$ cat src/rtl/sortmax_pkg.sv
// Shared types for the sort/extreme engine: FSM state encoding and the
// frame-mode encodings latched with each frame's first beat.
package sortmax_pkg;

    typedef enum logic [1:0] {
        IDLE = 2'd0,
        LOAD = 2'd1,
        SORT = 2'd2,
        OUT  = 2'd3
    } state_t;

    localparam logic [1:0] MODE_ASC  = 2'b00;
    localparam logic [1:0] MODE_DESC = 2'b01;
    localparam logic [1:0] MODE_MAX  = 2'b10;
    localparam logic [1:0] MODE_MIN  = 2'b11;

    function automatic logic is_sort(input logic [1:0] m);
        return !m[1];
    endfunction

endpackage

$ cat src/rtl/sortmax_if.sv
// Stream handshake bundle for sortmax_engine: input words, result words
// and the busy flag. The engine side uses the slave modport.
interface sortmax_if #(
    parameter int WIDTH = 8,
    parameter int DEPTH = 8
);
    localparam int IDX_W = (DEPTH > 1) ? $clog2(DEPTH) : 1;

    logic             in_valid;
    logic             in_ready;
    logic [WIDTH-1:0] in_data;
    logic [1:0]       mode;
    logic             out_valid;
    logic             out_ready;
    logic [WIDTH-1:0] out_data;
    logic [IDX_W-1:0] out_idx;
    logic             out_last;
    logic             busy;

    modport master (
        output in_valid, in_data, mode, out_ready,
        input  in_ready, out_valid, out_data, out_idx, out_last, busy
    );

    modport slave (
        input  in_valid, in_data, mode, out_ready,
        output in_ready, out_valid, out_data, out_idx, out_last, busy
    );

endinterface

$ cat src/rtl/sortmax_cas.sv
// Compare-and-swap cell: a sits at the lower index, b at the higher one.
// Swaps only on strict inequality so equal words keep their order.
module sortmax_cas #(
    parameter int WIDTH = 8
) (
    input  logic [WIDTH-1:0] a,
    input  logic [WIDTH-1:0] b,
    input  logic             descending,
    output logic [WIDTH-1:0] lo,
    output logic [WIDTH-1:0] hi
);
    logic swap;

    assign swap = descending ? (a < b) : (a > b);
    assign lo   = swap ? b : a;
    assign hi   = swap ? a : b;

endmodule

$ cat src/rtl/sortmax_engine.sv
// Frame engine: loads DEPTH words, then either sorts them with odd-even
// transposition or reports the running max/min tracked during the load.
module sortmax_engine
    import sortmax_pkg::*;
#(
    parameter int WIDTH = 8,
    parameter int DEPTH = 8
) (
    input  logic     clk,
    input  logic     rst,
    sortmax_if.slave bus
);
    localparam int IDX_W = (DEPTH > 1) ? $clog2(DEPTH) : 1;
    localparam logic [IDX_W-1:0] LAST = IDX_W'(DEPTH - 1);

    state_t           state;
    state_t           next_state;
    logic [WIDTH-1:0] mem       [DEPTH];
    logic [WIDTH-1:0] even_next [DEPTH];
    logic [WIDTH-1:0] odd_next  [DEPTH];
    logic [IDX_W-1:0] cnt;
    logic [1:0]       frame_mode;
    logic [WIDTH-1:0] ext;
    logic [IDX_W-1:0] ext_idx;
    logic             rdy_en;
    logic             in_fire;
    logic             out_fire;
    logic             descending;
    logic             better;

    assign in_fire    = bus.in_valid && bus.in_ready;
    assign out_fire   = bus.out_valid && bus.out_ready;
    assign descending = (frame_mode == MODE_DESC);
    assign better     = ((frame_mode == MODE_MAX) && (bus.in_data > ext)) ||
                        ((frame_mode == MODE_MIN) && (bus.in_data < ext));

    // Even phase pairs (0,1),(2,3)...; odd phase pairs (1,2),(3,4)...
    for (genvar i = 0; i < DEPTH / 2; i++) begin : g_even
        sortmax_cas #(.WIDTH(WIDTH)) u_cas (
            .a(mem[2*i]), .b(mem[2*i+1]), .descending(descending),
            .lo(even_next[2*i]), .hi(even_next[2*i+1])
        );
    end
    if (DEPTH % 2 == 1) begin : g_even_tail
        assign even_next[DEPTH-1] = mem[DEPTH-1];
    end

    assign odd_next[0] = mem[0];
    for (genvar i = 0; i < (DEPTH - 1) / 2; i++) begin : g_odd
        sortmax_cas #(.WIDTH(WIDTH)) u_cas (
            .a(mem[2*i+1]), .b(mem[2*i+2]), .descending(descending),
            .lo(odd_next[2*i+1]), .hi(odd_next[2*i+2])
        );
    end
    if (DEPTH % 2 == 0) begin : g_odd_tail
        assign odd_next[DEPTH-1] = mem[DEPTH-1];
    end

    always_ff @(posedge clk or negedge rst) begin
        if (!rst) state <= IDLE;
        else      state <= next_state;
    end

    always_comb begin
        next_state = state;
        case (state)
            IDLE: if (in_fire) next_state = LOAD;
            LOAD: if (in_fire && cnt == LAST)
                      next_state = is_sort(frame_mode) ? SORT : OUT;
            SORT: if (cnt == LAST) next_state = OUT;
            OUT:  if (out_fire && bus.out_last) next_state = IDLE;
            default: next_state = IDLE;
        endcase
    end

    // rdy_en keeps in_ready low until the first edge after reset release.
    always_ff @(posedge clk or negedge rst) begin
        if (!rst) begin
            for (int i = 0; i < DEPTH; i++) mem[i] <= '0;
            cnt        <= '0;
            frame_mode <= MODE_ASC;
            ext        <= '0;
            ext_idx    <= '0;
            rdy_en     <= 1'b0;
        end else begin
            rdy_en <= 1'b1;
            case (state)
                IDLE: if (in_fire) begin
                    mem[0]     <= bus.in_data;
                    frame_mode <= bus.mode;
                    ext        <= bus.in_data;
                    ext_idx    <= '0;
                    cnt        <= IDX_W'(1);
                end
                LOAD: if (in_fire) begin
                    mem[cnt] <= bus.in_data;
                    if (better) begin
                        ext     <= bus.in_data;
                        ext_idx <= cnt;
                    end
                    cnt <= (cnt == LAST) ? '0 : cnt + IDX_W'(1);
                end
                SORT: begin
                    for (int i = 0; i < DEPTH; i++)
                        mem[i] <= cnt[0] ? odd_next[i] : even_next[i];
                    cnt <= (cnt == LAST) ? '0 : cnt + IDX_W'(1);
                end
                OUT: if (out_fire && is_sort(frame_mode))
                    cnt <= (cnt == LAST) ? '0 : cnt + IDX_W'(1);
                default: cnt <= '0;
            endcase
        end
    end

    always_comb begin
        bus.in_ready  = rdy_en && ((state == IDLE) || (state == LOAD));
        bus.out_valid = (state == OUT);
        bus.busy      = (state != IDLE);
        bus.out_data  = '0;
        bus.out_idx   = '0;
        bus.out_last  = 1'b0;
        if (state == OUT) begin
            if (is_sort(frame_mode)) begin
                bus.out_data = mem[cnt];
                bus.out_idx  = cnt;
                bus.out_last = (cnt == LAST);
            end else begin
                bus.out_data = ext;
                bus.out_idx  = ext_idx;
                bus.out_last = 1'b1;
            end
        end
    end

endmodule

$ cat src/flat_wrapper.sv
// flat-port wrapper written by rule: the top's interface ports become plain ports
module sortmax_engine_flat import sortmax_pkg::*;
#(
    parameter int WIDTH = 8,
    parameter int DEPTH = 8
)
  (clk, rst, bus_in_valid, bus_in_data, bus_mode, bus_out_ready, bus_in_ready, bus_out_valid, bus_out_data, bus_out_idx, bus_out_last, bus_busy);
  sortmax_if #(.WIDTH(WIDTH), .DEPTH(DEPTH)) bus_i ();
  input  logic clk;
  input  logic rst;
  input wire logic [$bits(bus_i.in_valid)-1:0] bus_in_valid;
  input wire logic [$bits(bus_i.in_data)-1:0] bus_in_data;
  input wire logic [$bits(bus_i.mode)-1:0] bus_mode;
  input wire logic [$bits(bus_i.out_ready)-1:0] bus_out_ready;
  output wire logic [$bits(bus_i.in_ready)-1:0] bus_in_ready;
  output wire logic [$bits(bus_i.out_valid)-1:0] bus_out_valid;
  output wire logic [$bits(bus_i.out_data)-1:0] bus_out_data;
  output wire logic [$bits(bus_i.out_idx)-1:0] bus_out_idx;
  output wire logic [$bits(bus_i.out_last)-1:0] bus_out_last;
  output wire logic [$bits(bus_i.busy)-1:0] bus_busy;
  assign bus_i.in_valid = bus_in_valid;
  assign bus_i.in_data = bus_in_data;
  assign bus_i.mode = bus_mode;
  assign bus_i.out_ready = bus_out_ready;
  assign bus_in_ready = bus_i.in_ready;
  assign bus_out_valid = bus_i.out_valid;
  assign bus_out_data = bus_i.out_data;
  assign bus_out_idx = bus_i.out_idx;
  assign bus_out_last = bus_i.out_last;
  assign bus_busy = bus_i.busy;
  sortmax_engine #(.WIDTH(WIDTH), .DEPTH(DEPTH)) u_core (.clk(clk), .rst(rst), .bus(bus_i));
endmodule
$ cat config.mk
export PLATFORM = sky130hd
export DESIGN_NAME = sortmax_engine_flat
export DESIGN_NICKNAME = d
export VERILOG_FILES = /design/src/rtl/sortmax_pkg.sv /design/src/rtl/sortmax_if.sv /design/src/rtl/sortmax_cas.sv /design/src/rtl/sortmax_engine.sv /design/src/flat_wrapper.sv
export SDC_FILE = /design/constraint.sdc
export NUM_CORES = 1
export LEC_CHECK = 0
export CORE_MARGIN = 2
export CORE_UTILIZATION = 43
export DETAILED_ROUTE_END_ITERATION = 10
export SLEW_MARGIN = 20
export SYNTH_ARGS = -nofsm -noshare
export SYNTH_HDL_FRONTEND = slang
export SYNTH_SLANG_ARGS = --single-unit
$ cat constraint.sdc
create_clock -name clk -period 2.9 [get_ports clk]
set_clock_uncertainty 0.2 [all_clocks]
set_input_delay 0.435 -clock clk [delete_from_list [all_inputs] [get_ports clk]]
set_output_delay 0.435 -clock clk [all_outputs]
set_load 0.03 [all_outputs]
==> results by group, run 1 <==
Placed design
  • GPL Wtd Cong: 1.02
  • Worst slack, placed: -323 ps
  • Placed cell areas: 8320 µm²
  • Dpl cells: 1113
  • DPL Wire Length: 18500 µm
  • Port buffer count: 28

Critical path
  • CP Data Arrival Time: 3000 ps
  • R2R Setup Slk: -60 ps
  • CP max FO: 8
  • Worst setup path startpoint: u_core.mem[49]$_DFFE_PN0P_
  • WP data required: 2940 ps
  • Worst Reg-to-Reg Cells: 9
  • Crit Path Class: reg2reg
  • CP Launch Type: flip-flop
  • Crit path to: u_core.mem[63]$_DFFE_PN0P_
  • CP Capture Type: flip-flop
  • Reg2reg end: u_core.mem[63]$_DFFE_PN0P_
  • R2R Path Start: u_core.mem[49]$_DFFE_PN0P_

Die
  • Total core area: 16000 µm²
  • Row Count: 46
  • Initial core utilization: 44.3%
  • Die extent in y: 132 µm
  • Die outline width: 132 µm
  • Die area: 17500 µm²
  • IO Pins: 29

Route
  • Met3 WL: 1260 µm
  • Pre-Repair DR Iteration Count: 5
  • WL final: 24100 µm
  • Vias after detailed routing: 6704
  • Met2 wire length: 11700 µm
  • Avg WL per Cell: 21.1 µm
  • DRC: 0
  • ANT nets after route: 0
  • Initial DRC Count: 488
  • Max Used Layer: met4
  • Met1 wire length: 10600 µm
  • DR vias/cell: 5.88

Clock tree
  • Worst-skew pair later-pin latency: 360 ps
  • Total clock sinks: 83
  • TritonCTS clock tree: yes
  • CTS clk-pin slew, worst paths: 60 ps
  • TritonCTS Buffers: 9
  • H-tree depth: 3
  • Clk buf depth: 2
  • Root Driver: clkbuf_16

Global route
  • Initial antenna violation count: 0
  • First-pass GRT wire length: 37600 µm
  • Via count of the first global-routing pass: 6781
  • GRT Overall Usage: 27.6%
  • Grt ovf: 0
  • Largest net degree at the start of global routing: 68

Layout
  • Layout cell share with drive strength beyond 1: 25.7%
  • Most common cell after layout, fill and taps aside: buf_4
  • P&R area growth vs syn: 26.2%
  • Diodes inserted: 0
  • Nets: 1004
  • Final cell count without fillers: 1141
  • Final core occ: 55.9%
  • Most frequent cells in the layout: buf_4 (122), mux2i_1 (84), dfrtp_1 (77), a21oi_1 (73), inv_1 (68)
  • Final instance area: 8940 µm²

Power
  • Pwr Total: 11.8 mW
  • Leak: 4.23 nW
  • Cell area power density: 1310 nW/µm²
  • Peak VDD IR: 737 µV

STA
  • RSZ-0062 raised after global routing: yes
  • Final Setup Violations: 7
  • Final period util: 102%
  • Final min period: 2960 ps
  • Worst setup margin: -57.2 ps
  • Worst Tran Pin Value: 707 ps
  • Final-report max-slew violation count: 0
  • Final-report hold violation count: 0
  • Fmax: 338 MHz
  • TNS Setup: -228 ps
  • Fin Hold WS: 308 ps
  • Slew HR: 52.7%

Synthesis
  • Synth top area share: 29.3%
  • Synth Cell Area: 7080 µm²
  • Yosys cell types: 56
  • Synth Instances: 794
  • Number of synthesized flops with an enable pin: 0
  • Sequential element share of the synthesized area: 29.3%
  • Dominant cell type by area after synthesis: dfrtp_1
  • Mean Syn Cell Area: 8.92 µm²
  • Prevailing post-synth register cell: dfrtp_1
  • Net Count, Synth: 878
  • Fraction of registers with async set/reset: 100%
  • Top post-synthesis cells by area: dfrtp_1 (29%), ha_1 (12%), mux2i_1 (12%)
  • Ys Warns: 0
  • Synth Register Bits: 83

Status
  • Violated checks: setup timing
  • Outcome: complete, but fails checks

Hold path
  • Worst min-delay path category: reg2reg

Run
  • Max-cap violations: 0
[registers in the layout, summed over array words and instances, names as in the netlist]
register,cells
u_core.state,2
u_core.frame_mode,2
u_core.ext,8
u_core.ext_idx,3
u_core.mem,64
u_core.cnt,3
u_core.rdy_en,1
[how the worst min path moves through the flow]
stage	cells past startpoint	from	end	slack [ps]
after floorplan	0	rst	u_core.cnt[0]$_DFFE_PN0P_	-60
after global placement	1	u_core.ext[3]$_DFFE_PN0P_	u_core.ext[3]$_DFFE_PN0P_	290
after detailed placement	1	u_core.ext[7]$_DFFE_PN0P_	u_core.ext[7]$_DFFE_PN0P_	300
after CTS	1	u_core.ext[7]$_DFFE_PN0P_	u_core.ext[7]$_DFFE_PN0P_	310
after global routing	1	u_core.ext[7]$_DFFE_PN0P_	u_core.ext[7]$_DFFE_PN0P_	340
final	1	u_core.ext[5]$_DFFE_PN0P_	u_core.ext[5]$_DFFE_PN0P_	310
[where the power goes]
| group | leakage, nW | internal [mW] | total, mW | switching [mW] |
|---|---|---|---|---|
| Sequential | 1.06 | 1.65 | 2.10 | 0.452 |
| Clock | 0.155 | 0.735 | 1.24 | 0.504 |
| Combinational | 3.02 | 3.80 | 8.42 | 4.61 |
| Total | 4.23 | 6.19 | 11.8 | 5.57 |
[layout make-up]
class / instances / area [µm²]
Clock buffer: 12 / 267
Clock inverter: 4 / 47.5
Fill cell: 1481 / 7060
Inverter: 72 / 270
Multi-Input combinational cell: 597 / 4720
Sequential cell: 83 / 2090
Tap cell: 216 / 270
Timing Repair Buffer: 157 / 1280
[critical path: stages, from the launching register on]
cell and delay [ps]:
dfrtp_1 410, inv_2 90, ha_4 200, nor2b_4 120
o211ai_1 190, a21oi_2 120, a2111oi_4 240, mux2_4 340
a2111o_2 600, mux2_4 340
[logic make-up after synthesis]
group	synth area share [%]
buffers and inverters	6.87
DFF	29.3
adders and majority gates	12.4
and+or+nand+nor	12.7
muxes	19.4
other	0.0529
AOI/OAI and AO/OA	19.2
[layer usage]
layer  global-route usage [%]  up-vias
met3                     3.77       32
met5                        0        -
met4                     10.3        0
met1                     36.8     3291
li1                         -     3122
met2                     45.8      259
[cell usage after synthesis, drive strengths merged, types with 3 or more instances]
library cell,instances
nand2b,5
mux2i,87
ha,70
a31o,5
mux2,37
nor2,59
and2,8
mux4,4
o22ai,19
a21oi,76
dfrtp,83
nand3b,4
a21o,14
clkbuf,26
a221oi,7
o21ai,41
o211ai,9
o311a,7
buf,17
nor2b,23
inv,72
nand2,54
nand4,16
a22o,7
a2111oi,3
nor3,11
a22oi,11
[what timing repair did]
action | CTS | global route
endpoints found under the hold margin | 46 | 0
pin swaps | 5 | 7
gates resized for setup | 30 | 38
gates cloned | 0 | 1
setup buffers | 2 | 8
endpoints found under the setup margin | 48 | 57
hold buffers | 1 | 0
(Power assumes the default switching activity.)
==> run 2, diff against run 1 <==
- SLEW_MARGIN: 20 -> 40
==> results of run 2 <==
Same layout as run 1: the final DEF is identical, and so are final timing and power.
==> run 3, diff against run 2 <==
- SYNTH_HIERARCHICAL: not set -> 1
==> results by group, run 3 <==
Status
  • Outcome: complete, but fails checks (unchanged)
  • Violated checks: setup timing (unchanged)

Synthesis
  • Most common cell in the netlist: a22oi_1 (was mux2i_1)
  • Top post-synthesis cells by area: dfrtp_1 (23%), mux2_2 (12%), mux2_4 (12%) (was dfrtp_1 (29%), ha_1 (12%), mux2i_1 (12%))
  • Synth Instances: 945 (was 794)
  • Dominant cell type by area after synthesis: dfrtp_1 (unchanged)
  • Net Count, Synth: 1030 (was 878)
  • Mean Syn Cell Area: 9.58 µm² (was 8.92 µm²)
  • Ys Warns: 6 (was 0)
  • Number of synthesized flops with an enable pin: 0 (unchanged)
  • Synth Cell Area: 9050 µm² (was 7080 µm²)
  • XOR/XNOR Fraction of Synth Area: 0% (unchanged)
  • Fraction of registers with async set/reset: 100% (unchanged)
  • Post-synth top cells: a22oi_1 (113), mux2_2 (96), dfrtp_1 (83), inv_1 (72), o21ai_0 (72) (was mux2i_1 (87), dfrtp_1 (83), a21oi_1 (76), inv_1 (72), ha_1 (70))
  • Simple-gate share of the synthesized area: 8.43% (was 12.7%)
  • Sequential element share of the synthesized area: 22.9% (was 29.3%)
  • Multiplexer share of the synthesized area: 26.3% (was 19.4%)
  • Post-synthesis compound-gate area fraction: 24.4% (was 19.2%)
  • Largest family of logic cells by synthesized area: multiplexers (unchanged)
  • Area share of fa/ha/maj cells after synthesis: 9.81% (was 12.4%)
  • Synth top area share: 22.9% (was 29.3%)
  • Yosys cell types: 56 (unchanged)
  • Prevailing post-synth register cell: dfrtp_1 (unchanged)
  • Synth Register Bits: 83 (unchanged)

Critical path
  • Largest stage delay, worst path: 470 ps (was 600 ps)
  • WP data required: 2900 ps (was 2940 ps)
  • CP Launch Type: flip-flop (unchanged)
  • Crit Path Class: reg2reg (unchanged)
  • CP Capture Type: flip-flop (unchanged)
  • R2R Path Start: u_core/mem[30]$_DFFE_PN0P_ (was u_core.mem[49]$_DFFE_PN0P_)
  • Crit-path slowest cell: dfrtp_2 (was a2111o_2)
  • R2R Setup Slk: -90 ps (was -60 ps)
  • Delay-heaviest family, CP: compound AO/OA/AOI/OAI gates (unchanged)
  • CP max FO: 8 (unchanged)
  • Reg2reg end: u_core/mem[20]$_DFFE_PN0P_ (was u_core.mem[63]$_DFFE_PN0P_)
  • Worst Reg-to-Reg Cells: 10 (was 9)
  • CP Data Arrival Time: 2990 ps (was 3000 ps)
  • Critical path, cell by cell: ha_4 -> nand4_1 -> buf_4 -> a21o_1 -> a211o_1 -> buf_12 -> mux2_4 -> mux2_2 -> a22oi_1 -> o21ai_0 (was inv_2 -> ha_4 -> nor2b_4 -> o211ai_1 -> a21oi_2 -> a2111oi_4 -> mux2_4 -> a2111o_2 -> mux2_4)
  • CP bufs+invs: 2 (was 1)

STA
  • Worst Tran Pin Value: 657 ps (was 707 ps)
  • Final period util: 103% (was 102%)
  • Final-report hold violation count: 0 (unchanged)
  • Worst setup margin: -87.0 ps (was -57.2 ps)
  • Final min period: 2990 ps (was 2960 ps)
  • Slew HR: 56.2% (was 52.7%)
  • TNS Setup: -669 ps (was -228 ps)
  • RSZ-0062 raised after global routing: yes (unchanged)
  • Final-report max-slew violation count: 0 (unchanged)
  • Final Setup Violations: 23 (was 7)
  • Fin Hold WS: 331 ps (was 308 ps)
  • Fmax: 335 MHz (was 338 MHz)

Layout
  • P&R area growth vs syn: 29.0% (was 26.2%)
  • Most common cell after layout, fill and taps aside: buf_4 (unchanged)
  • Diodes inserted: 0 (unchanged)
  • Biggest register: u_core/mem (was u_core.mem)
  • Final instance area: 11700 µm² (was 8940 µm²)
  • Biggest regs: u_core/mem (64), u_core/ext (8) (was u_core.mem (64), u_core.ext (8))
  • Final cell count without fillers: 1356 (was 1141)
  • Nets: 1162 (was 1004)
  • Max FFs per register: 64 (unchanged)
  • Most frequent cells in the layout: buf_4 (136), a22oi_1 (88), mux2_4 (87), mux2_2 (79), dfrtp_1 (66) (was buf_4 (122), mux2i_1 (84), dfrtp_1 (77), a21oi_1 (73), inv_1 (68))
  • Layout cell share with drive strength beyond 1: 43.9% (was 25.7%)

Hold path
  • Hold path start: u_core/ext_idx[1]$_DFFE_PN0P_ (was u_core.ext[5]$_DFFE_PN0P_)
  • Hold endpoint: u_core/ext_idx[1]$_DFFE_PN0P_ (was u_core.ext[5]$_DFFE_PN0P_)
  • Hold path depth: 2 (was 1)
  • Worst min-delay path category: reg2reg (unchanged)

Die
  • Die outline width: 149 µm (was 132 µm)
  • IO Pins: 29 (unchanged)
  • Total core area: 20800 µm² (was 16000 µm²)
  • Initial core utilization: 43.5% (was 44.3%)
  • Row Count: 53 (was 46)
  • Die extent in y: 149 µm (was 132 µm)
  • Die area: 22200 µm² (was 17500 µm²)

Route
  • Avg WL per Cell: 22.4 µm (was 21.1 µm)
  • Initial DRC Count: 656 (was 488)
  • WL final: 30400 µm (was 24100 µm)
  • ANT nets after route: 0 (unchanged)
  • Pre-Repair DR Iteration Count: 6 (was 5)
  • DR vias/cell: 6.07 (was 5.88)
  • Vias after detailed routing: 8234 (was 6704)
  • DRC: 0 (unchanged)

Clock tree
  • Root Driver: clkbuf_16 (unchanged)
  • Clk buf depth: 2 (unchanged)
  • Total clock sinks: 83 (unchanged)
  • Worst-skew pair later-pin latency: 350 ps (was 360 ps)
  • CTS clk-pin slew, worst paths: 70 ps (was 60 ps)
  • TritonCTS Buffers: 9 (unchanged)
  • TritonCTS clock tree: yes (unchanged)
  • H-tree depth: 3 (unchanged)

Placed design
  • Dpl cells: 1310 (was 1113)
  • Placed cell areas: 10300 µm² (was 8320 µm²)
  • GPL Wtd Cong: 0.905 (was 1.02)
  • Port buffer count: 28 (unchanged)
  • DPL Wire Length: 20500 µm (was 18500 µm)

Global route
  • First-pass GRT wire length: 46200 µm (was 37600 µm)
  • Grt ovf: 0 (unchanged)
  • Via count of the first global-routing pass: 8137 (was 6781)
  • Initial antenna violation count: 0 (unchanged)
  • Largest net degree at the start of global routing: 49 (was 68)
  • GRT Overall Usage: 26.8% (was 27.6%)

Run
  • Max-cap violations: 0 (unchanged)
-- run 3: cell count changes after synthesis, moves of 23 or more --
cell	delta
o21ai_0	+31
a21oi_1	-35
a22oi_1	+102
mux2_2	+59
mux2_4	+70
nor2_1	-31
mux2i_1	-71
nand2_1	-23
-- run 3: kinds of logic (layout without fill, tap and decap cells) --
group,after synthesis,in the layout
mux,186,186
fa+ha+maj,71,71
buf+inv,140,276
compound gates,321,321
flops,83,83
other cells,1,1
simple gates,143,143
-- run 3: how the worst max path moves through the flow --
stage	to	startpoint	cells after the start	slack, ps
detailed placement	u_core/mem[50]$_DFFE_PN0P_	u_core/mem[54]$_DFFE_PN0P_	10	-40
CTS	u_core/mem[34]$_DFFE_PN0P_	u_core/mem[31]$_DFFE_PN0P_	11	-20
global placement	u_core/mem[55]$_DFFE_PN0P_	u_core/mem[54]$_DFFE_PN0P_	11	-20
floorplan	u_core/mem[52]$_DFFE_PN0P_	u_core/mem[41]$_DFFE_PN0P_	12	90
global route	u_core/mem[36]$_DFFE_PN0P_	u_core/mem[33]$_DFFE_PN0P_	12	-180
finish	u_core/mem[20]$_DFFE_PN0P_	u_core/mem[30]$_DFFE_PN0P_	10	-90
-- run 3: through the flow --
stage,setup slack (ps),utilization [%]
after floorplan,88.0,-
after global placement,-19.6,49.6
after detailed placement,-41.2,49.6
after CTS,-24.6,52.2
after global routing,-181,56.1
final,-87.0,56.1
-- run 3: timing repair --
item / CTS / global route
hold buffers: 1 / 0
pin swaps: 10 / 56
setup buffers: 8 / 17
endpoints found under the hold margin: 38 / 0
gates resized for setup: 44 / 161
endpoints found under the setup margin: 34 / 66
cloned: 1 / 4
-- run 3: final cells by class --
| cell class | instances | area [µm²] |
|---|---|---|
| clock buffer | 9 | 225 |
| clock inverter | 6 | 88.8 |
| fill | 1855 | 9140 |
| inverter | 74 | 289 |
| multi-input combinational | 722 | 6900 |
| sequential | 83 | 2100 |
| tap | 275 | 344 |
| timing repair buffer | 187 | 1730 |
-- run 3: worst reg2reg max path, delay by kind of cell, from the launching register on --
| kind | cells | cell delay [ps] |
|---|---|---|
| AO/OA/AOI/OAI | 4 | 810 |
| multiplexers | 2 | 550 |
| flip-flops | 1 | 470 |
| buffers and inverters | 2 | 360 |
| adder cells (fa/ha/maj) | 1 | 290 |
| AND/OR/NAND/NOR | 1 | 150 |
-- run 3: routing by layer --
metal | up-vias | wire, µm | GRT usage [%]
met1 | 4064 | 13600 | 36.6
met3 | 57 | 1500 | 3.15
met2 | 254 | 14400 | 43.4
met4 | 0 | 881 | 10.1
li1 | 3859 | - | -
met5 | - | 0 | 0
Power of run 3 is left out: the tool's default activity adds up to more than one toggle a clock period on the data nets, which glitch-free logic cannot reach.
